## config.mk

```make
export PLATFORM = sky130hd
export DESIGN_NAME = plantard_mm_pipe_flat
export DESIGN_NICKNAME = d
export VERILOG_FILES = /design/src/rtl/plantard_mm_pipe_pkg.sv /design/src/rtl/plantard_mm_pipe_if.sv /design/src/rtl/plantard_mm_pipe_lane.sv /design/src/rtl/plantard_mm_pipe.sv /design/src/flat_wrapper.sv
export SDC_FILE = /design/constraint.sdc
export NUM_CORES = 1
export LEC_CHECK = 0
export BUFFER_PORTS_ARGS = -buffer_cell sky130_fd_sc_hd__buf_4
export CORE_ASPECT_RATIO = 1.75
export CORE_MARGIN = 5
export CORE_UTILIZATION = 43
export DETAILED_ROUTE_END_ITERATION = 6
export HOLD_SLACK_MARGIN = 0.02
export PLACE_DENSITY_LB_ADDON = 0.25
export SLEW_MARGIN = 25
export SYNTH_ARGS = -nofsm -noshare
export SYNTH_HDL_FRONTEND = slang
export SYNTH_HIERARCHICAL = 1
export SYNTH_SLANG_ARGS = --single-unit
```

## constraint.sdc

```tcl
create_clock -name clk -period 11.4 [get_ports clk]
set_input_delay 2.28 -clock clk [delete_from_list [all_inputs] [get_ports clk]]
set_output_delay 2.28 -clock clk [all_outputs]
set_load 0.1 [all_outputs]
```

## src/rtl/plantard_mm_pipe_pkg.sv

```systemverilog
// Shared constants and width helpers for the Plantard modular multiplier.
package pmm_pkg;

    localparam int          PMM_Q      = 3329;
    localparam int          PMM_L      = 16;
    localparam int          PMM_ALPHA  = 3;
    localparam int          PMM_DATA_W = 12;
    localparam logic [31:0] PMM_QINV   = 32'd1806234369;

    // (-2^(2L)) mod q: using it as the b operand makes the multiplier return a unchanged.
    function automatic int calc_r_id(input int q, input int l);
        int r;
        r = 1;
        for (int i = 0; i < 2 * l; i++) begin
            r = (r * 2) % q;
        end
        return (q - r) % q;
    endfunction

    localparam int R_ID = calc_r_id(PMM_Q, PMM_L);

    // Width of an unsigned product of two operands.
    function automatic int prod_w(input int wa, input int wb);
        return wa + wb;
    endfunction

endpackage

```

## src/rtl/plantard_mm_pipe_if.sv

```systemverilog
// Streaming valid/ready bus of the Plantard multiplier: operand beats in, result beats out.
interface plantard_mm_pipe_if
    import pmm_pkg::*;
#(
    parameter int LANES  = 1,
    parameter int DATA_W = PMM_DATA_W,
    parameter int TAG_W  = 8
);
    logic                      in_valid;
    logic                      in_ready;
    logic [LANES*DATA_W-1:0]   in_a;
    logic [LANES*DATA_W-1:0]   in_b;
    logic [TAG_W-1:0]          in_tag;
    logic                      out_valid;
    logic                      out_ready;
    logic [LANES*DATA_W-1:0]   out_c;
    logic [TAG_W-1:0]          out_tag;

    modport master (
        output in_valid, in_a, in_b, in_tag, out_ready,
        input  in_ready, out_valid, out_c, out_tag
    );

    modport slave (
        input  in_valid, in_a, in_b, in_tag, out_ready,
        output in_ready, out_valid, out_c, out_tag
    );
endinterface

```

## src/rtl/plantard_mm_pipe_lane.sv

```systemverilog
// One lane of the Plantard multiplier: product, Plantard low-half multiply, and high-half reduction.
module plantard_lane
    import pmm_pkg::*;
#(
    parameter int             Q      = PMM_Q,
    parameter int             L      = PMM_L,
    parameter int             ALPHA  = PMM_ALPHA,
    parameter int             DATA_W = PMM_DATA_W,
    parameter logic [2*L-1:0] QINV   = PMM_QINV
)(
    input  logic              clk,
    input  logic              rst,
    input  logic              en1_i,
    input  logic              en2_i,
    input  logic              en3_i,
    input  logic [DATA_W-1:0] a_i,
    input  logic [DATA_W-1:0] b_i,
    output logic [DATA_W-1:0] c_o
);
    localparam int P_W = prod_w(DATA_W, DATA_W);
    localparam int T_W = 2 * L;
    localparam int U_W = L + 1;
    localparam int M_W = prod_w(U_W, DATA_W);
    localparam logic [M_W-1:0] Q_M = M_W'(Q);

    logic [P_W-1:0]    p_q, p_d;
    logic [T_W-1:0]    t_q, t_d;
    logic [DATA_W-1:0] c_q, c_d;
    logic [U_W-1:0]    u;
    logic [M_W-1:0]    m;

    // Per-stage arithmetic; casting the product to T_W bits gives the mod 2^(2L) reduction directly.
    always_comb begin
        p_d = P_W'(a_i) * P_W'(b_i);
        t_d = T_W'(p_q) * QINV;
        u   = U_W'(t_q >> L) + U_W'(2 ** ALPHA);
        m   = M_W'(u) * Q_M;
        c_d = DATA_W'(m >> L);
    end

    // Stage registers; each advances only when its stage enable is high.
    always_ff @(posedge clk) begin
        if (rst) begin
            p_q <= '0;
            t_q <= '0;
            c_q <= '0;
        end else begin
            if (en1_i) p_q <= p_d;
            if (en2_i) t_q <= t_d;
            if (en3_i) c_q <= c_d;
        end
    end

    assign c_o = c_q;

endmodule

```

## src/rtl/plantard_mm_pipe.sv

```systemverilog
// Three-stage Plantard multiplier with valid/ready flow control, LANES parallel lanes and a tag.
module plantard_mm_pipe
    import pmm_pkg::*;
#(
    parameter int             Q      = PMM_Q,
    parameter int             L      = PMM_L,
    parameter int             ALPHA  = PMM_ALPHA,
    parameter logic [2*L-1:0] QINV   = PMM_QINV,
    parameter int             DATA_W = PMM_DATA_W,
    parameter int             LANES  = 1,
    parameter int             TAG_W  = 8
)(
    input  logic              clk,
    input  logic              rst,
    plantard_mm_pipe_if.slave bus
);
    logic             v1_q, v2_q, v3_q;
    logic             v1_d, v2_d, v3_d;
    logic [TAG_W-1:0] tag1_q, tag2_q, tag3_q;
    logic [TAG_W-1:0] tag1_d, tag2_d, tag3_d;
    logic             rdy1, rdy2, rdy3;

    // Ready chain: a stage may load when it is empty or its successor is moving on.
    always_comb begin
        rdy3 = !v3_q || bus.out_ready;
        rdy2 = !v2_q || rdy3;
        rdy1 = !v1_q || rdy2;
    end

    // A loading stage takes its predecessor's valid and tag; bubbles are overwritten as they arrive.
    always_comb begin
        v1_d   = rdy1 ? bus.in_valid : v1_q;
        tag1_d = rdy1 ? bus.in_tag   : tag1_q;
        v2_d   = rdy2 ? v1_q         : v2_q;
        tag2_d = rdy2 ? tag1_q       : tag2_q;
        v3_d   = rdy3 ? v2_q         : v3_q;
        tag3_d = rdy3 ? tag2_q       : tag3_q;
    end

    // Valid and tag registers; reset drops every in-flight beat.
    always_ff @(posedge clk) begin
        if (rst) begin
            v1_q   <= 1'b0;
            v2_q   <= 1'b0;
            v3_q   <= 1'b0;
            tag1_q <= '0;
            tag2_q <= '0;
            tag3_q <= '0;
        end else begin
            v1_q   <= v1_d;
            v2_q   <= v2_d;
            v3_q   <= v3_d;
            tag1_q <= tag1_d;
            tag2_q <= tag2_d;
            tag3_q <= tag3_d;
        end
    end

    assign bus.in_ready  = rdy1;
    assign bus.out_valid = v3_q;
    assign bus.out_tag   = tag3_q;

    for (genvar k = 0; k < LANES; k++) begin : g_lane
        plantard_lane #(
            .Q      (Q),
            .L      (L),
            .ALPHA  (ALPHA),
            .DATA_W (DATA_W),
            .QINV   (QINV)
        ) u_lane (
            .clk   (clk),
            .rst   (rst),
            .en1_i (rdy1),
            .en2_i (rdy2),
            .en3_i (rdy3),
            .a_i   (bus.in_a[k*DATA_W +: DATA_W]),
            .b_i   (bus.in_b[k*DATA_W +: DATA_W]),
            .c_o   (bus.out_c[k*DATA_W +: DATA_W])
        );
    end

endmodule

```

## src/flat_wrapper.sv

```systemverilog
// flat-port wrapper written by rule: the top's interface ports become plain ports
module plantard_mm_pipe_flat import pmm_pkg::*;
#(
    parameter int             Q      = PMM_Q,
    parameter int             L      = PMM_L,
    parameter int             ALPHA  = PMM_ALPHA,
    parameter logic [2*L-1:0] QINV   = PMM_QINV,
    parameter int             DATA_W = PMM_DATA_W,
    parameter int             LANES  = 1,
    parameter int             TAG_W  = 8
)
  (clk, rst, bus_in_valid, bus_in_a, bus_in_b, bus_in_tag, bus_out_ready, bus_in_ready, bus_out_valid, bus_out_c, bus_out_tag);
  plantard_mm_pipe_if #(.LANES(LANES), .DATA_W(DATA_W), .TAG_W(TAG_W)) bus_i ();
  input  logic clk;
  input  logic rst;
  input wire logic [$bits(bus_i.in_valid)-1:0] bus_in_valid;
  input wire logic [$bits(bus_i.in_a)-1:0] bus_in_a;
  input wire logic [$bits(bus_i.in_b)-1:0] bus_in_b;
  input wire logic [$bits(bus_i.in_tag)-1:0] bus_in_tag;
  input wire logic [$bits(bus_i.out_ready)-1:0] bus_out_ready;
  output wire logic [$bits(bus_i.in_ready)-1:0] bus_in_ready;
  output wire logic [$bits(bus_i.out_valid)-1:0] bus_out_valid;
  output wire logic [$bits(bus_i.out_c)-1:0] bus_out_c;
  output wire logic [$bits(bus_i.out_tag)-1:0] bus_out_tag;
  assign bus_i.in_valid = bus_in_valid;
  assign bus_i.in_a = bus_in_a;
  assign bus_i.in_b = bus_in_b;
  assign bus_i.in_tag = bus_in_tag;
  assign bus_i.out_ready = bus_out_ready;
  assign bus_in_ready = bus_i.in_ready;
  assign bus_out_valid = bus_i.out_valid;
  assign bus_out_c = bus_i.out_c;
  assign bus_out_tag = bus_i.out_tag;
  plantard_mm_pipe #(.Q(Q), .L(L), .ALPHA(ALPHA), .QINV(QINV), .DATA_W(DATA_W), .LANES(LANES), .TAG_W(TAG_W)) u_core (.clk(clk), .rst(rst), .bus(bus_i));
endmodule
```

==> flow_metrics.tcl, run 1 <==
set metrics [dict create \
    hpwl_um 29600 \
    final_common_cell "inv_1" \
    stdcell_area_mm2 0.0160 \
    status "completed" \
    utilization 0.466 \
    cts.sinks 79 \
    firstDrtPassIters 5 \
    drcViolationCount 0 \
    post-place-ws_ps 4000 \
    min_period_ps 7030 \
    syn2layout_area_growth_pct 7.42 \
    rows 90 \
    fin_skew_ps 8.18 \
    path_buf_inv 4 \
    fin_nets 2211 \
    ctsResizeCount 0 \
    final_cell_mix "inv_1, ha_1, fa_1, nand2_1, dfxtp_1" \
    cap_violations 0 \
    start_util 0.434 \
    grt_overflow_total 0 \
    drive_above_1_share 0.0704 \
    drv_slew 0 \
    wl_met1_um 11700 \
    ys_ff_latch 79 \
    ys_warn_count 6 \
    critPathTopFamily "adder cells" \
    totalWireLength_um 34000 \
    core_area_mm2 0.0345 \
    fin_tns_setup_ps 0 \
    topRoutingLayerUsed "met4" \
    clockBufferDepth 2 \
    die_w_um 151 \
    antenna_found_initial 0 \
    cts_hold_buf 0 \
    syn_area_mm2 0.0149 \
    path_cells "buf_4 -> nand2_1 -> fa_1 -> fa_1 -> fa_1 -> inv_1 -> fa_1 -> inv_1 -> fa_1 -> inv_1 -> ha_1 -> o21a_1 -> o21ai_0 -> o21ba_2 -> o211ai_1 -> nand4b_1 -> and3_1 -> nor3_1 -> xor2_1 -> o22ai_1" \
    htree_levels 3 \
    worstPathRequired_ps 11610 \
    num_antenna_cells 0 \
    clk_pin_slew_ps 60 \
    design.die.area_mm2 0.0387 \
    crit_path_frequent_cell "fa_1" \
    drt_iter0_drc 310 \
    vias_per_cell 4.98 \
    fmax_ghz 0.142 \
    synth_top_flop_cell "dfxtp_1" \
    syn_avg_cell_area_um2 9.06 \
    setup_violations 0 \
    post_drt_wl_per_cell_um 15.9 \
    syn_nets 2188 \
    fin_ws_ps 4370 \
    worst_slew_pin_slew_ps 932 \
    crit_slowest_cell "fa_1" \
    synthCells 1648 \
    crit_path_start_kind "input pin" \
    grt_max_degree 79 \
    grt_pass1_vias 11732 \
    max_slew_margin 0.379 \
    path_class "input pin to register" \
    dr_wl_met2_um 19400 \
    hold_viol 0 \
    met3_wirelength_um 787 \
    globalplace.congestion 0.903 \
    critical_path.max_stage_delay_ps 570 \
    ys_types 72 \
    min_period_over_period 0.616 \
    grt_pass1_wl_um 56600 \
    io_buffers 57 \
    antenna_left 0 \
    hold_path_class "register to register" \
    clockRootBuffer "clkbuf_16" \
    post_cts_buffers 0 \
    cp.arrival_ps 7230 \
    grt_util_all_layers 0.185 \
    worstSetupEndpointType "register" \
    ios 58 \
    seq_area_frac_synth 0.106 \
    rsz0062_at_grt "false" \
    place_area_mm2 0.0157 \
    num_vias 10643 \
    cts_buffers 9 \
    cts_tree "built" \
    die_height_um 257 \
    crit_fanout 12 \
    async_flop_share 0 \
    synth_edf_count 0 \
    clk_latency_ps 360 \
]
[sequential cells by signal, indices dropped and copies added (netlist names)]
signal and flops:
u_core/v1_q 1, u_core/bus.out_valid 1, u_core/g_lane.u_lane/c_o 12, u_core/g_lane.u_lane/t_q 16, u_core/g_lane.u_lane/p_q 24, u_core/bus.out_tag 8, u_core/v2_q 1, u_core/tag2_q 8
u_core/tag1_q 8
[worst min-delay path, delay by kind of cell (launching register included)]
| kind | cells | cell delay [ps] |
|---|---|---|
| flops | 1 | 310 |
| compound gates | 1 | 50 |
| simple gates | 1 | 50 |
[per-stage QoR]
| step | instances | hold WS (ps) |
|---|---|---|
| finish | 2136 | 449 |
| global route | 2136 | 472 |
| CTS | 2136 | 447 |
| global placement | 2120 | 438 |
| floorplan | 1648 | 432 |
| detailed placement | 2120 | 444 |
[routing by layer]
metal,global-route usage,vias up
met1,0.182,5220
met3,0.0187,81
met4,0.0991,0
met2,0.366,174
li1,-,5168
met5,0,-
[final cells by class]
type	count	area, um^2
Fill cell	3402	18400
Multi-Input combinational cell	1128	11700
Sequential cell	79	1580
Inverter	396	1500
Tap cell	460	576
Timing Repair Buffer	57	428
Clock buffer	9	225
Clock inverter	7	86.3
[logic make-up (layout without fill, tap and decap cells)]
logic type / Yosys count / after routing / share of synthesized area
adder cells (fa/ha/maj): 504 / 504 / 0.535
buffers and inverters: 441 / 469 / 0.114
AND/OR/NAND/NOR: 389 / 389 / 0.124
AO/OA/AOI/OAI: 138 / 138 / 0.0620
flip-flops: 79 / 79 / 0.106
XOR/XNOR: 72 / 72 / 0.0422
multiplexers: 25 / 25 / 0.0168
[cell usage after synthesis, drive strengths merged (2+ instances only)]
master  count  area (um^2)
a211o       3         26.3
a211oi     10         87.6
a21o       11         86.3
a21oi      55          305
a31oi       3         18.8
and2       41          257
and3       13         83.8
buf         8         67.6
clkbuf     37          139
clkinv      2         7.51
dfxtp      79         1580
fa        225         4500
ha        279         3490
inv       394         1490
mux2i      24          240
nand2     184          718
nand2b      8         50.1
nand3      32          165
nand3b      3         22.5
nand4       2         12.5
nor2       62          233
nor2b       6         37.5
nor3       18          106
o211ai      5         37.5
o21a        6         45.0
o21ai      21          113
o21bai      4         30.0
o22ai       5         31.3
o311a       2         21.3
o311ai      2         17.5
or2         4         25.0
or3         7         46.3
or4         2         15.0
xnor2      55          482
xor2       17          149
[final timing paths]
kind	end	cells past startpoint	from	slack, ps
worst min register to register	u_core/bus.out_tag[4]$_SDFFE_PP0P_	2	u_core/bus.out_tag[4]$_SDFFE_PP0P_	450
worst max-delay path	u_core/g_lane[0].u_lane/p_q[21]$_SDFFE_PP0P_	20	bus_in_b[5]	4370
worst min-delay path	u_core/bus.out_tag[4]$_SDFFE_PP0P_	2	u_core/bus.out_tag[4]$_SDFFE_PP0P_	450
worst max register to register	u_core/g_lane[0].u_lane/t_q[31]$_SDFFE_PP0P_	20	u_core/g_lane[0].u_lane/p_q[6]$_SDFFE_PP0P_	4890
Power of run 1 is left out: the tool's default activity adds up to more than one toggle a clock period on the data nets, which glitch-free logic cannot reach.
==> inputs of run 2 (changes only) <==
- clock period: 11.4 -> 6.8 ns (I/O delays scaled with it)
==> run 2 against run 1 <==
Setup slack got worse by 3800 ps. Hold slack better by 0.54 ps. Sequential share of layout area about the same. Final cell count up 0.37%. Via count is 0.77% higher. Flip-flop and latch count did not move. Wire length rose by 0.98%. Die area unchanged.
==> flow_metrics.tcl, run 2 (same netlist as run 1, synthesis figures left out) <==
set metrics [dict create \
    grt_pass1_wl_um 56500 \
    crit_path_start_kind "register" \
    worstPathRequired_ps 7070 \
    syn2layout_area_growth_pct 7.82 \
    grt_overflow_total 0 \
    dpl.cell_count 2128 \
    ctsResizeCount 0 \
    fin_ws_ps 526 \
    largest_reg_flops 24 \
    cts.sinks 79 \
    io_buffers 57 \
    rows 90 \
    largest_register "u_core/g_lane.u_lane/p_q" \
    cap_violations 0 \
    fin_cells 2144 \
    die_height_um 257 \
    cts_buffers 9 \
    post_cts_buffers 0 \
    setup_violations 0 \
    drt_iter0_drc 282 \
    num_vias 10725 \
    worstSetupEndpointType "register" \
    fmax_ghz 0.159 \
    rsz0062_at_grt "false" \
    start_util 0.434 \
    final_common_cell "inv_1" \
    status "completed" \
    fin_nets 2219 \
    cp.arrival_ps 6540 \
    clockBufferDepth 2 \
    drcViolationCount 0 \
    utilization 0.467 \
    clockRootBuffer "clkbuf_16" \
    grt_util_all_layers 0.185 \
    hold_path_class "register to register" \
    htree_levels 3 \
    path_class "register to register" \
    ios 58 \
    min_period_ps 6270 \
    drive_above_1_share 0.0748 \
    clk_latency_ps 360 \
    cts_tree "built" \
    globalplace.congestion 0.920 \
    vias_per_cell 5.00 \
    design.die.area_mm2 0.0387 \
    antenna_left 0 \
    min_period_over_period 0.923 \
    post_drt_wl_per_cell_um 16.0 \
    grt_max_degree 79 \
    die_w_um 151 \
    grt_pass1_vias 11637 \
    crit_fanout 8 \
    cts_hold_buf 0 \
    totalWireLength_um 34300 \
    post-place-ws_ps 330 \
    worst_slew_pin_slew_ps 940 \
    hpwl_um 29900 \
    clk_pin_slew_ps 70 \
    firstDrtPassIters 5 \
    max_slew_margin 0.374 \
    antenna_found_initial 0 \
    num_antenna_cells 0 \
    hold_viol 0 \
    fin_skew_ps 9.45 \
    drv_slew 0 \
    final_cell_mix "inv_1, ha_1, fa_1, nand2_1, dfxtp_1" \
    fin_tns_setup_ps 0 \
    core_area_mm2 0.0345 \
]
==> run 2: worst paths after layout <==
path	startpoint	to	slack [ps]	cells after the start
min	u_core/bus.out_tag[7]$_SDFFE_PP0P_	u_core/bus.out_tag[7]$_SDFFE_PP0P_	450	2
max reg2reg	u_core/g_lane[0].u_lane/p_q[7]$_SDFFE_PP0P_	u_core/g_lane[0].u_lane/t_q[31]$_SDFFE_PP0P_	530	20
max	u_core/g_lane[0].u_lane/p_q[7]$_SDFFE_PP0P_	u_core/g_lane[0].u_lane/t_q[31]$_SDFFE_PP0P_	530	20
min reg2reg	u_core/bus.out_tag[7]$_SDFFE_PP0P_	u_core/bus.out_tag[7]$_SDFFE_PP0P_	450	2
==> run 2: layer usage <==
metal	track usage	vias up	wire, um
li1	-	5180	-
met1	0.177	5277	11700
met2	0.373	187	19900
met3	0.0194	81	782
met4	0.0938	0	1940
met5	0	-	0
==> run 2: critical path: stages (launching register included) <==
cell and delay (ps):
dfxtp_1 430, fa_1 630, inv_1 90, fa_1 540, inv_1 60, fa_1 480
ha_1 320, fa_1 460, fa_1 540, inv_1 50, fa_1 520, inv_1 40
ha_1 330, a21oi_1 200, a2bb2oi_1 230, o311a_1 210, nor3_2 80, a211oi_1 450
a21oi_1 150, xnor2_1 160, a211oi_1 230
==> run 2: final cells by class <==
cell class                      instances  area [um^2]
Sequential cell                        79         1580
Clock buffer                            9          225
Multi-Input combinational cell       1128        11700
Fill cell                            3422        18400
Clock inverter                          7         86.3
Timing Repair Buffer                   65          488
Inverter                              396         1500
Tap cell                              460          576
==> run 2: through the flow <==
step	cell area [um^2]	hold slack, ps
floorplan	14900	432
global placement	15800	439
detailed placement	15800	443
CTS	16100	453
global route	16100	467
finish	16100	449
Power of run 2 is left out for the same reason.
